$ cat src/rtl/coeff_token_dec_pipe.sv
// Registered, handshaked CAVLC coeff_token decoder (FLC table, optional chroma DC table).
// Optional chroma DC table decode is enabled by defining CHROMA_DC_EN.
module coeff_token_dec_pipe #(
    parameter int unsigned WIN_W = 16,
    parameter int unsigned CNT_W = 16
) (
    input  logic             Clk,
    input  logic             Reset,
    input  logic             InValid,
    output logic             InReady,
    input  logic [WIN_W-1:0] Window,
    input  logic             Mode,
    output logic             OutValid,
    input  logic             OutReady,
    output logic [4:0]       TotalCoeff,
    output logic [1:0]       TrailingOnes,
    output logic [4:0]       NumShift,
    output logic             Err,
    output logic             Halted,
    input  logic             Flush,
    output logic [CNT_W-1:0] TokenCount
);

    localparam int unsigned TC_W = 5;
    localparam int unsigned T1_W = 2;
    localparam int unsigned NS_W = 5;

    typedef enum logic {RUN, HALT} state_t;

    state_t state_q, state_d;

    logic            accept;
    logic            take;
    logic [5:0]      flc_code;
    logic [TC_W-1:0] flc_tc;
    logic [T1_W-1:0] flc_t1;
    logic            flc_err;
    logic [TC_W-1:0] cd_tc;
    logic [T1_W-1:0] cd_t1;
    logic [NS_W-1:0] cd_ns;
    logic            cd_err;
    logic [TC_W-1:0] dec_tc;
    logic [T1_W-1:0] dec_t1;
    logic [NS_W-1:0] dec_ns;
    logic            dec_err;
    logic            unused_win;

    // Only the top 6 or 8 window bits are ever decoded.
    assign unused_win = ^Window;

    assign InReady = (state_q == RUN) && (!OutValid || OutReady);
    assign Halted  = (state_q == HALT);
    assign accept  = InValid && InReady;
    assign take    = OutValid && OutReady;

    // FLC table: 4-bit TC-1 followed by 2-bit T1, with 000011 reserved for TC=0.
    assign flc_code = Window[WIN_W-1 -: 6];

    always_comb begin
        flc_tc  = TC_W'(flc_code[5:2]) + TC_W'(1);
        flc_t1  = flc_code[1:0];
        if (flc_code == 6'b000011) begin
            flc_tc = '0;
            flc_t1 = '0;
        end
        flc_err = TC_W'(flc_t1) > flc_tc;
    end

`ifdef CHROMA_DC_EN
    logic [7:0] cd_code;
    assign cd_code = Window[WIN_W-1 -: 8];

    // Chroma DC VLC; 00000001 is the one unassigned 8-bit prefix.
    always_comb begin
        cd_tc  = '0;
        cd_t1  = '0;
        cd_ns  = '0;
        cd_err = 1'b0;
        casez (cd_code)
            8'b1???????: begin cd_t1 = 2'd1; cd_tc = 5'd1; cd_ns = 5'd1; end
            8'b01??????: begin cd_t1 = 2'd0; cd_tc = 5'd0; cd_ns = 5'd2; end
            8'b001?????: begin cd_t1 = 2'd2; cd_tc = 5'd2; cd_ns = 5'd3; end
            8'b000111??: begin cd_t1 = 2'd0; cd_tc = 5'd1; cd_ns = 5'd6; end
            8'b000100??: begin cd_t1 = 2'd0; cd_tc = 5'd2; cd_ns = 5'd6; end
            8'b000110??: begin cd_t1 = 2'd1; cd_tc = 5'd2; cd_ns = 5'd6; end
            8'b000011??: begin cd_t1 = 2'd0; cd_tc = 5'd3; cd_ns = 5'd6; end
            8'b000101??: begin cd_t1 = 2'd3; cd_tc = 5'd3; cd_ns = 5'd6; end
            8'b000010??: begin cd_t1 = 2'd0; cd_tc = 5'd4; cd_ns = 5'd6; end
            8'b0000011?: begin cd_t1 = 2'd1; cd_tc = 5'd3; cd_ns = 5'd7; end
            8'b0000010?: begin cd_t1 = 2'd2; cd_tc = 5'd3; cd_ns = 5'd7; end
            8'b00000011: begin cd_t1 = 2'd1; cd_tc = 5'd4; cd_ns = 5'd8; end
            8'b00000010: begin cd_t1 = 2'd2; cd_tc = 5'd4; cd_ns = 5'd8; end
            8'b00000000: begin cd_t1 = 2'd3; cd_tc = 5'd4; cd_ns = 5'd7; end
            default:     cd_err = 1'b1;
        endcase
    end
`else
    assign cd_tc  = '0;
    assign cd_t1  = '0;
    assign cd_ns  = '0;
    assign cd_err = 1'b1;
`endif

    // Table select; any invalid code collapses to the fixed error token.
    always_comb begin
        dec_tc  = Mode ? cd_tc  : flc_tc;
        dec_t1  = Mode ? cd_t1  : flc_t1;
        dec_ns  = Mode ? cd_ns  : NS_W'(6);
        dec_err = Mode ? cd_err : flc_err;
        if (dec_err) begin
            dec_tc = TC_W'(31);
            dec_t1 = '0;
            dec_ns = '0;
        end
    end

    always_ff @(posedge Clk) begin
        if (Reset) state_q <= RUN;
        else       state_q <= state_d;
    end

    always_comb begin
        state_d = state_q;
        case (state_q)
            RUN:     if (accept && dec_err) state_d = HALT;
            HALT:    if (Flush)             state_d = RUN;
            default: state_d = RUN;
        endcase
    end

    // Output register: flush beats accept (accept cannot occur in HALT anyway).
    always_ff @(posedge Clk) begin
        if (Reset) begin
            OutValid     <= 1'b0;
            TotalCoeff   <= '0;
            TrailingOnes <= '0;
            NumShift     <= '0;
            Err          <= 1'b0;
            TokenCount   <= '0;
        end else begin
            if (take && !Err) TokenCount <= TokenCount + CNT_W'(1);
            if (state_q == HALT && Flush) begin
                OutValid <= 1'b0;
            end else if (accept) begin
                OutValid     <= 1'b1;
                TotalCoeff   <= dec_tc;
                TrailingOnes <= dec_t1;
                NumShift     <= dec_ns;
                Err          <= dec_err;
            end else if (take) begin
                OutValid <= 1'b0;
            end
        end
    end

endmodule

$ cat config.mk
export PLATFORM = sky130hd
export DESIGN_NAME = coeff_token_dec_pipe
export DESIGN_NICKNAME = d
export VERILOG_FILES = /design/src/rtl/coeff_token_dec_pipe.sv
export SDC_FILE = /design/constraint.sdc
export NUM_CORES = 1
export LEC_CHECK = 0
export CELL_PAD_IN_SITES_DETAIL_PLACEMENT = 2
export CELL_PAD_IN_SITES_GLOBAL_PLACEMENT = 2
export CORE_UTILIZATION = 34
export CTS_CLUSTER_DIAMETER = 60
export DETAILED_ROUTE_END_ITERATION = 8
export DONT_BUFFER_PORTS = 1
export PLACE_DENSITY = 0.76
export SYNTH_ARGS = -nofsm -noshare
export SYNTH_HDL_FRONTEND = slang
export SYNTH_SLANG_ARGS = --single-unit
$ cat constraint.sdc
create_clock -name Clk -period 3.55 [get_ports Clk]
set_input_delay 1.065 -clock Clk [delete_from_list [all_inputs] [get_ports Clk]]
set_output_delay 1.065 -clock Clk [all_outputs]
set_load 0.005 [all_outputs]
# ---- Word level (Yosys, flattened, before mapping)
# Cells that the tools add are included.
dict set report classes {
  addsub 2
  n_lt_le_gt_ge 1
  eq_ne 1
  mux 14
  bitwise 2
  reduce_logical 12
}
# operator count
set op_table {}
lappend op_table {{adder 16 x 1 -> 16 bit, second input constant} 1}
lappend op_table {{two-way mux 5 bit} 3}
lappend op_table {{== test 6 x 2 -> 1 bit, second input constant} 1}
lappend op_table {{logical AND 1 bit} 6}
lappend op_table {{two-way mux 2 bit} 3}
lappend op_table {{two-way mux 3 bit} 2}
lappend op_table {{adder 4 x 1 -> 5 bit, second input constant} 1}
lappend op_table {{> comparator 2 x 5 -> 1 bit} 1}
lappend op_table {{two-way mux 1 bit} 5}
lappend op_table {{logical NOT 1 bit} 2}
lappend op_table {{NOT 1 bit} 2}
lappend op_table {{case mux 1 bit (2 select lines)} 1}
lappend op_table {{AND reduction 2 bit} 1}
lappend op_table {{nonzero test 2 bit} 1}
lappend op_table {{OR reduction 2 bit} 1}
lappend op_table {{logical OR 1 bit} 1}
dict set report word_totals {
  reg_bits 31
  in_bits 22
  out_inout_bits 32
  word_cells 39
}

# ---- Depth between registers and ports, before layout
# Gate-level depths: netlist of the first run.
dict set report logic_depth {
  word_depth 7
  ltp_mapped 10
  ltp_nobuf 10
}

# ---- Worst setup path before layout of the first run
# Ideal clock, no wire load.
dict set report synth_path {
  path_kind {input port to flip-flop}
  startpoint {input port Window[12]}
  endpoint {register TotalCoeff[0]}
  setup_ps 59
  t_arrival_ps 2754
  required_time_ps 3491
  slack_ps 737
  stages 10
  n_path_buf 0
  cell_sequence {inv_1 -> ha_1 -> nand4b_1 -> o21ai_0 -> inv_1 -> ha_1 -> nor2b_1 -> o211ai_1 -> o31ai_1 -> o221a_2}
}
dict set report synth_via {
  elab_chain_cells 5
  word_cells_on_any_way 8
  classes_between {add/sub (1); order compare (1); eq/ne (1); mux (5)}
}
# element line_no
set synth_lines {}
lappend synth_lines {{from (decl)} 11} ;# input logic [WIN_W-1:0] Window,
lappend synth_lines {{adder 4 x 1 -> 5 bit / == test 6 x 2 -> 1 bit (equally long branches)} {60, 62}}
lappend synth_lines {{two-way mux 5 bit / two-way mux 2 bit (equally long branches)} 62} ;# if (flc_code == 6'b000011) begin
lappend synth_lines {{> comparator 2 x 5 -> 1 bit} 66} ;# flc_err = TC_W'(flc_t1) > flc_tc;
lappend synth_lines {{two-way mux 1 bit} 109} ;# dec_err = Mode ? cd_err : flc_err;
lappend synth_lines {{two-way mux 5 bit *} 110} ;# if (dec_err) begin
lappend synth_lines {{to (signal assigned)} 146} ;# TotalCoeff <= dec_tc;
lappend synth_lines {{to (decl)} 15} ;# output logic [4:0] TotalCoeff,
# Mark *: on every way between the ends. The rest lies on a longest branch, timed or not.
# A chain may end at the register's enable or synchronous reset.

# ---- Final worst setup path of the first run
dict set report layout_path {
  startpoint {input port Window[13]}
  endpoint {register TotalCoeff[0]}
}
# The elaborated chain is that of the path after synthesis.

==> impl_metrics.prom, run 1 <==
# TYPE chip_impl_metric gauge
chip_impl_info{name="outcome",value="finished clean"} 1
chip_impl_metric{name="grt_first_pass_wirelength",unit="um"} 5750
chip_impl_metric{name="grt_max_degree",unit=""} 25
chip_impl_metric{name="diodes",unit=""} 0
chip_impl_metric{name="number_of_global_route_vias_before_repair",unit=""} 1216
chip_impl_metric{name="cts.hold.buffers_added",unit=""} 0
chip_impl_metric{name="first_pass_drt_iterations",unit=""} 4
chip_impl_metric{name="worst_hold_path.num_cells",unit=""} 2
chip_impl_info{name="synth_commonest_cells",value="dfxtp_1 (27), nor2_1 (18), nand2_1 (11)"} 1
chip_impl_metric{name="max-clock-path-buffers",unit=""} 2
chip_impl_metric{name="timing.final.crit_share",unit="%"} 84.3
chip_impl_metric{name="wl_met3",unit="um"} 204
chip_impl_metric{name="tns",unit="ns"} 0
chip_impl_metric{name="max-cap-violations",unit=""} 0
chip_impl_info{name="synthMostInstantiatedCell",value="dfxtp_1"} 1
chip_impl_metric{name="post_cts_buffers",unit=""} 0
chip_impl_info{name="topRoutingLayerUsed",value="met4"} 1
chip_impl_metric{name="final-hold-violation-count",unit=""} 0
chip_impl_metric{name="drt_first_iter_violations",unit=""} 55
chip_impl_metric{name="max-slew-margin-rel",unit="%"} 60.9
chip_impl_metric{name="multi_input_area",unit="um2"} 721
chip_impl_metric{name="synth-seq-area-share",unit="%"} 40.3
chip_impl_metric{name="die_area",unit="um2"} 4200
chip_impl_metric{name="syn_to_final_growth",unit="%"} 4.66
chip_impl_metric{name="yosys_warnings",unit=""} 0
chip_impl_metric{name="setup_slack_of_the_worst_register_to_register_path",unit="ns"} 1.50
chip_impl_info{name="reg2reg_to",value="TokenCount[15]"} 1
chip_impl_info{name="critical_path_class",value="in -> reg"} 1
chip_impl_metric{name="post_synth_num_cell_types",unit=""} 35
chip_impl_metric{name="die-width",unit="um"} 64.8
chip_impl_metric{name="numClockSinks",unit=""} 27
chip_impl_metric{name="final_core_utilization",unit="%"} 37.8
chip_impl_metric{name="postCtsResizedCells",unit=""} 0
chip_impl_info{name="setup.worst_path.end_class",value="flip-flop"} 1
chip_impl_metric{name="gr-total-overflow",unit=""} 0
chip_impl_metric{name="post-route-min-period",unit="ns"} 2.99
chip_impl_metric{name="clkLatencyLatePin",unit="ns"} 0.27
chip_impl_metric{name="fmax",unit="GHz"} 0.334
chip_impl_metric{name="finalWorstSetupSlack",unit="ns"} 0.558
chip_impl_metric{name="num_vias",unit=""} 1125
chip_impl_metric{name="p_leak",unit="nW"} 0.494
chip_impl_metric{name="htree_num_levels",unit=""} 1
chip_impl_info{name="tritoncts",value="built"} 1
chip_impl_metric{name="met2_length",unit="um"} 1740
chip_impl_metric{name="worstMarginPinSlew",unit="ns"} 0.584
chip_impl_metric{name="initial_antenna_violation_count",unit=""} 0
chip_impl_metric{name="design_area",unit="um2"} 1400
chip_impl_metric{name="gpl.final_weighted_congestion",unit=""} 0.711
chip_impl_metric{name="highest_net_fanout_along_the_worst_path",unit=""} 4
chip_impl_metric{name="layout-drive-gt1-share",unit="%"} 5.16
chip_impl_metric{name="dieHeight",unit="um"} 64.8
chip_impl_info{name="critPathLaunchType",value="input port"} 1
chip_impl_metric{name="post-route-drc-count",unit=""} 0
chip_impl_metric{name="final_antenna_net_count",unit=""} 0
chip_impl_metric{name="post_dp_cell_area",unit="um2"} 1360
chip_impl_metric{name="post_synthesis_cell_area",unit="um2"} 1340
chip_impl_metric{name="cts.reportedPaths.clkPinSlew",unit="ns"} 0.09
chip_impl_metric{name="ys_ff_latch",unit=""} 27
chip_impl_metric{name="seqCellArea",unit="um2"} 541
chip_impl_metric{name="vias_per_cell",unit=""} 5.54
chip_impl_metric{name="finalSetupViolCount",unit=""} 0
chip_impl_metric{name="finalNetCount",unit=""} 183
chip_impl_metric{name="wl_per_cell",unit="um"} 17.2
chip_impl_metric{name="cellPowerDensity",unit="nW/um2"} 394
chip_impl_info{name="worstHoldEndpoint",value="TrailingOnes[0]"} 1
chip_impl_info{name="synth_ff_type",value="dfxtp_1"} 1
chip_impl_metric{name="worstRegToRegCells",unit=""} 4
chip_impl_metric{name="grt_util_all_layers",unit="%"} 17.9
chip_impl_info{name="cts-root-buf",value="clkbuf_8"} 1
chip_impl_metric{name="num-fill-cells",unit=""} 448
chip_impl_info{name="path_type_of_the_worst_min_delay_path",value="reg -> reg"} 1
chip_impl_info{name="crit-reg2reg-launch",value="TokenCount[3]"} 1
chip_impl_metric{name="skew",unit="ns"} 0.00209
chip_impl_metric{name="synth_edf_count",unit=""} 0
chip_impl_info{name="unrepaired_setup_endpoints_after_global_routing",value="no"} 1
chip_impl_metric{name="dp_hpwl",unit="um"} 2690
chip_impl_metric{name="timing.final.max_slew_violations",unit=""} 0
chip_impl_metric{name="rows",unit=""} 22
chip_impl_metric{name="synth.avg_cell_area",unit="um2"} 8.49
chip_impl_metric{name="post-place-ws",unit="ns"} 0.311
chip_impl_metric{name="finalWirelength",unit="um"} 3500
chip_impl_metric{name="cts_buffers",unit=""} 3
chip_impl_metric{name="place.port_buffers",unit=""} 0
chip_impl_info{name="hold_path_startpoint",value="TrailingOnes[0]"} 1
chip_impl_metric{name="initial_utilization",unit="%"} 36.1
chip_impl_metric{name="vdd.ir_drop.worst",unit="uV"} 130
chip_impl_info{name="synth_top_cell_by_area",value="dfxtp_1"} 1
chip_impl_metric{name="synth_largest_type_area_fraction",unit="%"} 40.3
chip_impl_metric{name="finalPower",unit="uW"} 553
chip_impl_metric{name="core",unit="um2"} 3720
chip_impl_info{name="leading_cell_types_by_total_area_after_synthesis",value="dfxtp_1 (40%), nor2_1 (5.0%), ha_1 (4.7%)"} 1
chip_impl_metric{name="synth-async-reset-ratio",unit="%"} 0
chip_impl_metric{name="i_o_pin_cnt",unit=""} 54
chip_impl_metric{name="syn-instance-count",unit=""} 158
chip_impl_metric{name="cp.arrival",unit="ns"} 3.22
chip_impl_metric{name="timing.critical_path.required",unit="ns"} 3.77
chip_impl_metric{name="m1WireLength",unit="um"} 1510
-- sequential cells by signal (all words and copies together) (netlist names) --
register,cells
TotalCoeff,5
NumShift,1
Halted,1
TrailingOnes,2
OutValid,1
Err,1
TokenCount,16
-- power breakdown --
group | leakage [nW] | total, mW | switching [mW] | internal [mW]
clock network | 0.0228 | 0.177 | 0.0969 | 0.0805
registers | 0.220 | 0.325 | 0.0110 | 0.314
logic | 0.251 | 0.0509 | 0.0289 | 0.0220
-- metrics by stage --
stage          std cells  hold WS, ns
2_1_floorplan        160        0.465
3_3_place_gp         199        0.486
3_5_place_dp         199        0.496
4_1_cts              203        0.510
5_1_grt              203        0.525
6_report             203        0.505
-- cell families after synthesis --
kind of cell | count (synthesis) | synth area share (%)
fa+ha+maj | 5 | 4.66
simple gates | 67 | 26.2
compound gates | 28 | 14.6
buf+inv | 19 | 6.53
mux | 2 | 1.59
xor+xnor | 9 | 5.88
flops | 27 | 40.3
other cells | 1 | 0.280
-- routing by layer --
layer | vias up | global-route usage [%]
met4 | 0 | 6.67
met3 | 5 | 4.58
li1 | 541 | -
met5 | - | 0
met2 | 28 | 30.3
met1 | 551 | 21.6
-- layout make-up --
type	count	share of cell area (%)
multi-input cells	114	51.3
flip-flops and latches	27	38.5
well taps	48	4.28
clock buffers	4	3.21
inverters	10	2.67
-- worst max-delay path: stages --
cell,delay [ns]
inv_1,0.04
ha_1,0.14
nand4b_1,0.17
o21ai_0,0.36
inv_1,0.09
ha_1,0.30
nor2b_1,0.13
o211ai_1,0.13
o31ai_1,0.50
o221a_2,0.30
-- worst max-delay path by stage --
stage          startpoint             to  slack, ns  cells after the start
2_1_floorplan  Window[12]  TotalCoeff[0]       0.74                     10
3_3_place_gp   Window[12]  TotalCoeff[0]       0.45                     10
3_5_place_dp   Window[12]  TotalCoeff[0]       0.31                     10
4_1_cts        Window[12]  TotalCoeff[0]       0.60                     10
5_1_grt        Window[13]  TotalCoeff[0]       0.37                     10
6_report       Window[13]  TotalCoeff[0]       0.56                     10
-- placed cells by master (no fill, tap or decap), types with 6 or more instances in the layout --
| cell type | n |
|---|---|
| or3_1 | 6 |
| a21oi_1 | 8 |
| xnor2_1 | 6 |
| inv_1 | 10 |
| nand2_1 | 11 |
| dfxtp_1 | 27 |
| nor2_1 | 18 |
| nor2b_1 | 7 |
No activity file was read; power rests on OpenSTA's default activity.
==> run 2, diff against run 1 <==
==> constraint.sdc (replaced) <==
create_clock -name Clk -period 2.8 [get_ports Clk]
set_input_delay 0.84 -clock Clk [delete_from_list [all_inputs] [get_ports Clk]]
set_output_delay 0.84 -clock Clk [all_outputs]
set_load 0.005 [all_outputs]
==> run 2 against run 1 <==
Effect of this change: sequential power increased by 27%; critical path depth unchanged; highest routed layer unchanged; non-clock buffer count increased by 3; die area unchanged; critical path type unchanged.
==> impl_metrics.prom, run 2 (synthesized netlist as in run 1, its figures left out) <==
# TYPE chip_impl_metric gauge
chip_impl_metric{name="worst_hold_path.num_cells",unit=""} 2
chip_impl_metric{name="cts.reportedPaths.clkPinSlew",unit="ns"} 0.09
chip_impl_metric{name="grt_first_pass_wirelength",unit="um"} 5750
chip_impl_metric{name="final-hold-violation-count",unit=""} 0
chip_impl_info{name="largestRegisters",value="TokenCount x16, TotalCoeff x5, TrailingOnes x2"} 1
chip_impl_metric{name="initial_antenna_violation_count",unit=""} 0
chip_impl_metric{name="fmax",unit="GHz"} 0.391
chip_impl_info{name="layout.cells.most_common",value="dfxtp_1"} 1
chip_impl_metric{name="worstRegToRegCells",unit=""} 4
chip_impl_info{name="worstHoldEndpoint",value="TrailingOnes[0]"} 1
chip_impl_metric{name="worstMarginPinSlew",unit="ns"} 0.610
chip_impl_info{name="unrepaired_setup_endpoints_after_global_routing",value="no"} 1
chip_impl_metric{name="htree_num_levels",unit=""} 1
chip_impl_metric{name="final_core_utilization",unit="%"} 38.5
chip_impl_metric{name="m1WireLength",unit="um"} 1510
chip_impl_metric{name="max-cap-violations",unit=""} 0
chip_impl_metric{name="post_cts_buffers",unit=""} 0
chip_impl_metric{name="skew",unit="ns"} 0.00588
chip_impl_metric{name="rows",unit=""} 22
chip_impl_metric{name="drt_first_iter_violations",unit=""} 42
chip_impl_metric{name="max-slew-margin-rel",unit="%"} 59.2
chip_impl_info{name="crit-reg2reg-launch",value="TokenCount[3]"} 1
chip_impl_metric{name="syn_to_final_growth",unit="%"} 6.72
chip_impl_info{name="max_flop_register",value="TokenCount"} 1
chip_impl_metric{name="cp.arrival",unit="ns"} 2.72
chip_impl_metric{name="clkLatencyLatePin",unit="ns"} 0.28
chip_impl_metric{name="gpl.final_weighted_congestion",unit=""} 0.711
chip_impl_info{name="final_cell_mix",value="dfxtp_1 (27), nor2_1 (18), nand2_1 (11)"} 1
chip_impl_metric{name="wl_per_cell",unit="um"} 16.9
chip_impl_metric{name="number_of_global_route_vias_before_repair",unit=""} 1233
chip_impl_metric{name="die_area",unit="um2"} 4200
chip_impl_info{name="tritoncts",value="built"} 1
chip_impl_metric{name="diodes",unit=""} 0
chip_impl_metric{name="i_o_pin_cnt",unit=""} 54
chip_impl_metric{name="post-route-min-period",unit="ns"} 2.56
chip_impl_info{name="cts-root-buf",value="clkbuf_8"} 1
chip_impl_metric{name="cts_buffers",unit=""} 3
chip_impl_metric{name="post-route-drc-count",unit=""} 0
chip_impl_metric{name="finalSetupViolCount",unit=""} 0
chip_impl_metric{name="cellPowerDensity",unit="nW/um2"} 495
chip_impl_metric{name="met2_length",unit="um"} 1710
chip_impl_metric{name="layout-drive-gt1-share",unit="%"} 7.59
chip_impl_metric{name="p_leak",unit="nW"} 0.508
chip_impl_metric{name="setup_slack_of_the_worst_register_to_register_path",unit="ns"} 0.76
chip_impl_metric{name="initial_utilization",unit="%"} 36.1
chip_impl_info{name="topRoutingLayerUsed",value="met4"} 1
chip_impl_metric{name="num_vias",unit=""} 1142
chip_impl_metric{name="highest_net_fanout_along_the_worst_path",unit=""} 4
chip_impl_metric{name="vias_per_cell",unit=""} 5.54
chip_impl_metric{name="dp_hpwl",unit="um"} 2730
chip_impl_metric{name="numClockSinks",unit=""} 27
chip_impl_metric{name="dieHeight",unit="um"} 64.8
chip_impl_metric{name="timing.final.max_slew_violations",unit=""} 0
chip_impl_metric{name="core",unit="um2"} 3720
chip_impl_metric{name="final_antenna_net_count",unit=""} 0
chip_impl_metric{name="vdd.ir_drop.worst",unit="uV"} 167
chip_impl_metric{name="grt_util_all_layers",unit="%"} 18.0
chip_impl_metric{name="tns",unit="ns"} 0
chip_impl_info{name="critical_path_class",value="in -> reg"} 1
chip_impl_info{name="outcome",value="finished clean"} 1
chip_impl_metric{name="wl_met3",unit="um"} 218
chip_impl_metric{name="largest_reg_flops",unit=""} 16
chip_impl_metric{name="die-width",unit="um"} 64.8
chip_impl_metric{name="first_pass_drt_iterations",unit=""} 4
chip_impl_info{name="reg2reg_to",value="TokenCount[15]"} 1
chip_impl_metric{name="timing.final.crit_share",unit="%"} 91.3
chip_impl_info{name="setup.worst_path.end_class",value="flip-flop"} 1
chip_impl_metric{name="finalNetCount",unit=""} 186
chip_impl_info{name="critPathLaunchType",value="input port"} 1
chip_impl_metric{name="timing.critical_path.required",unit="ns"} 2.97
chip_impl_metric{name="gr-total-overflow",unit=""} 0
chip_impl_metric{name="place.port_buffers",unit=""} 0
chip_impl_info{name="path_type_of_the_worst_min_delay_path",value="reg -> reg"} 1
chip_impl_metric{name="finalWirelength",unit="um"} 3490
chip_impl_info{name="hold_path_startpoint",value="TrailingOnes[0]"} 1
chip_impl_metric{name="cts.hold.buffers_added",unit=""} 0
chip_impl_metric{name="max-clock-path-buffers",unit=""} 2
chip_impl_metric{name="grt_max_degree",unit=""} 25
## run 2: cell types whose count changed in the layout (fill, tap and decap cells not counted)
cell     change
buf_4        +3
o31ai_2      +1
o31ai_1      -1
## run 2: area by class of cell
class / count / area (um2)
clock buffer: 4 / 45.0
timing repair buffer: 3 / 22.5
sequential: 27 / 541
multi-input combinational: 114 / 726
tap: 48 / 60.1
inverter: 10 / 37.5
fill: 436 / 2280
## run 2: how the worst max path moves through the flow
stage | startpoint | end | slack [ns]
6_report | Window[12] | Halted | 0.24
5_1_grt | Window[12] | Halted | 0.15
4_1_cts | Window[12] | TotalCoeff[0] | 0.07
3_5_place_dp | Window[12] | TotalCoeff[0] | -0.21
3_3_place_gp | Window[12] | TotalCoeff[0] | -0.003
2_1_floorplan | Window[12] | TotalCoeff[0] | 0.21
## run 2: through the flow
stage	hold slack, ns	total power, mW	instance area (um2)	std cells	worst slack, ns
floorplan	0.465	0.477	1350	160	0.212
global placement	0.486	0.483	1380	202	-0.00340
detailed placement	0.490	0.491	1380	202	-0.208
CTS	0.504	0.719	1430	206	0.0690
global route	0.536	0.742	1430	206	0.146
finish	0.508	0.708	1430	206	0.245
## run 2: critical path, stage by stage
cell and delay [ns]:
inv_1 0.04, ha_1 0.14, nand4b_1 0.11, o21ai_0 0.29, inv_1 0.08, ha_1 0.31
nor2b_1 0.14, o211ai_1 0.30, nor3_1 0.15, o311a_1 0.32
## run 2: repair_timing
item,4_1_cts,5_1_grt
endpoints found under the hold margin,0,0
endpoints found under the setup margin,0,3
resized for setup,0,1
## run 2: report_power, final
part	internal [mW]	switching [mW]
Combinational	0.0302	0.0395
Sequential	0.398	0.0138
Clock	0.102	0.124
Total	0.531	0.177
## run 2: per-layer routing
layer / up-vias / GRT usage, %
li1: 548 / -
met1: 561 / 19.8
met2: 28 / 31.4
met3: 5 / 5.99
met4: 0 / 7.50
met5: - / 0
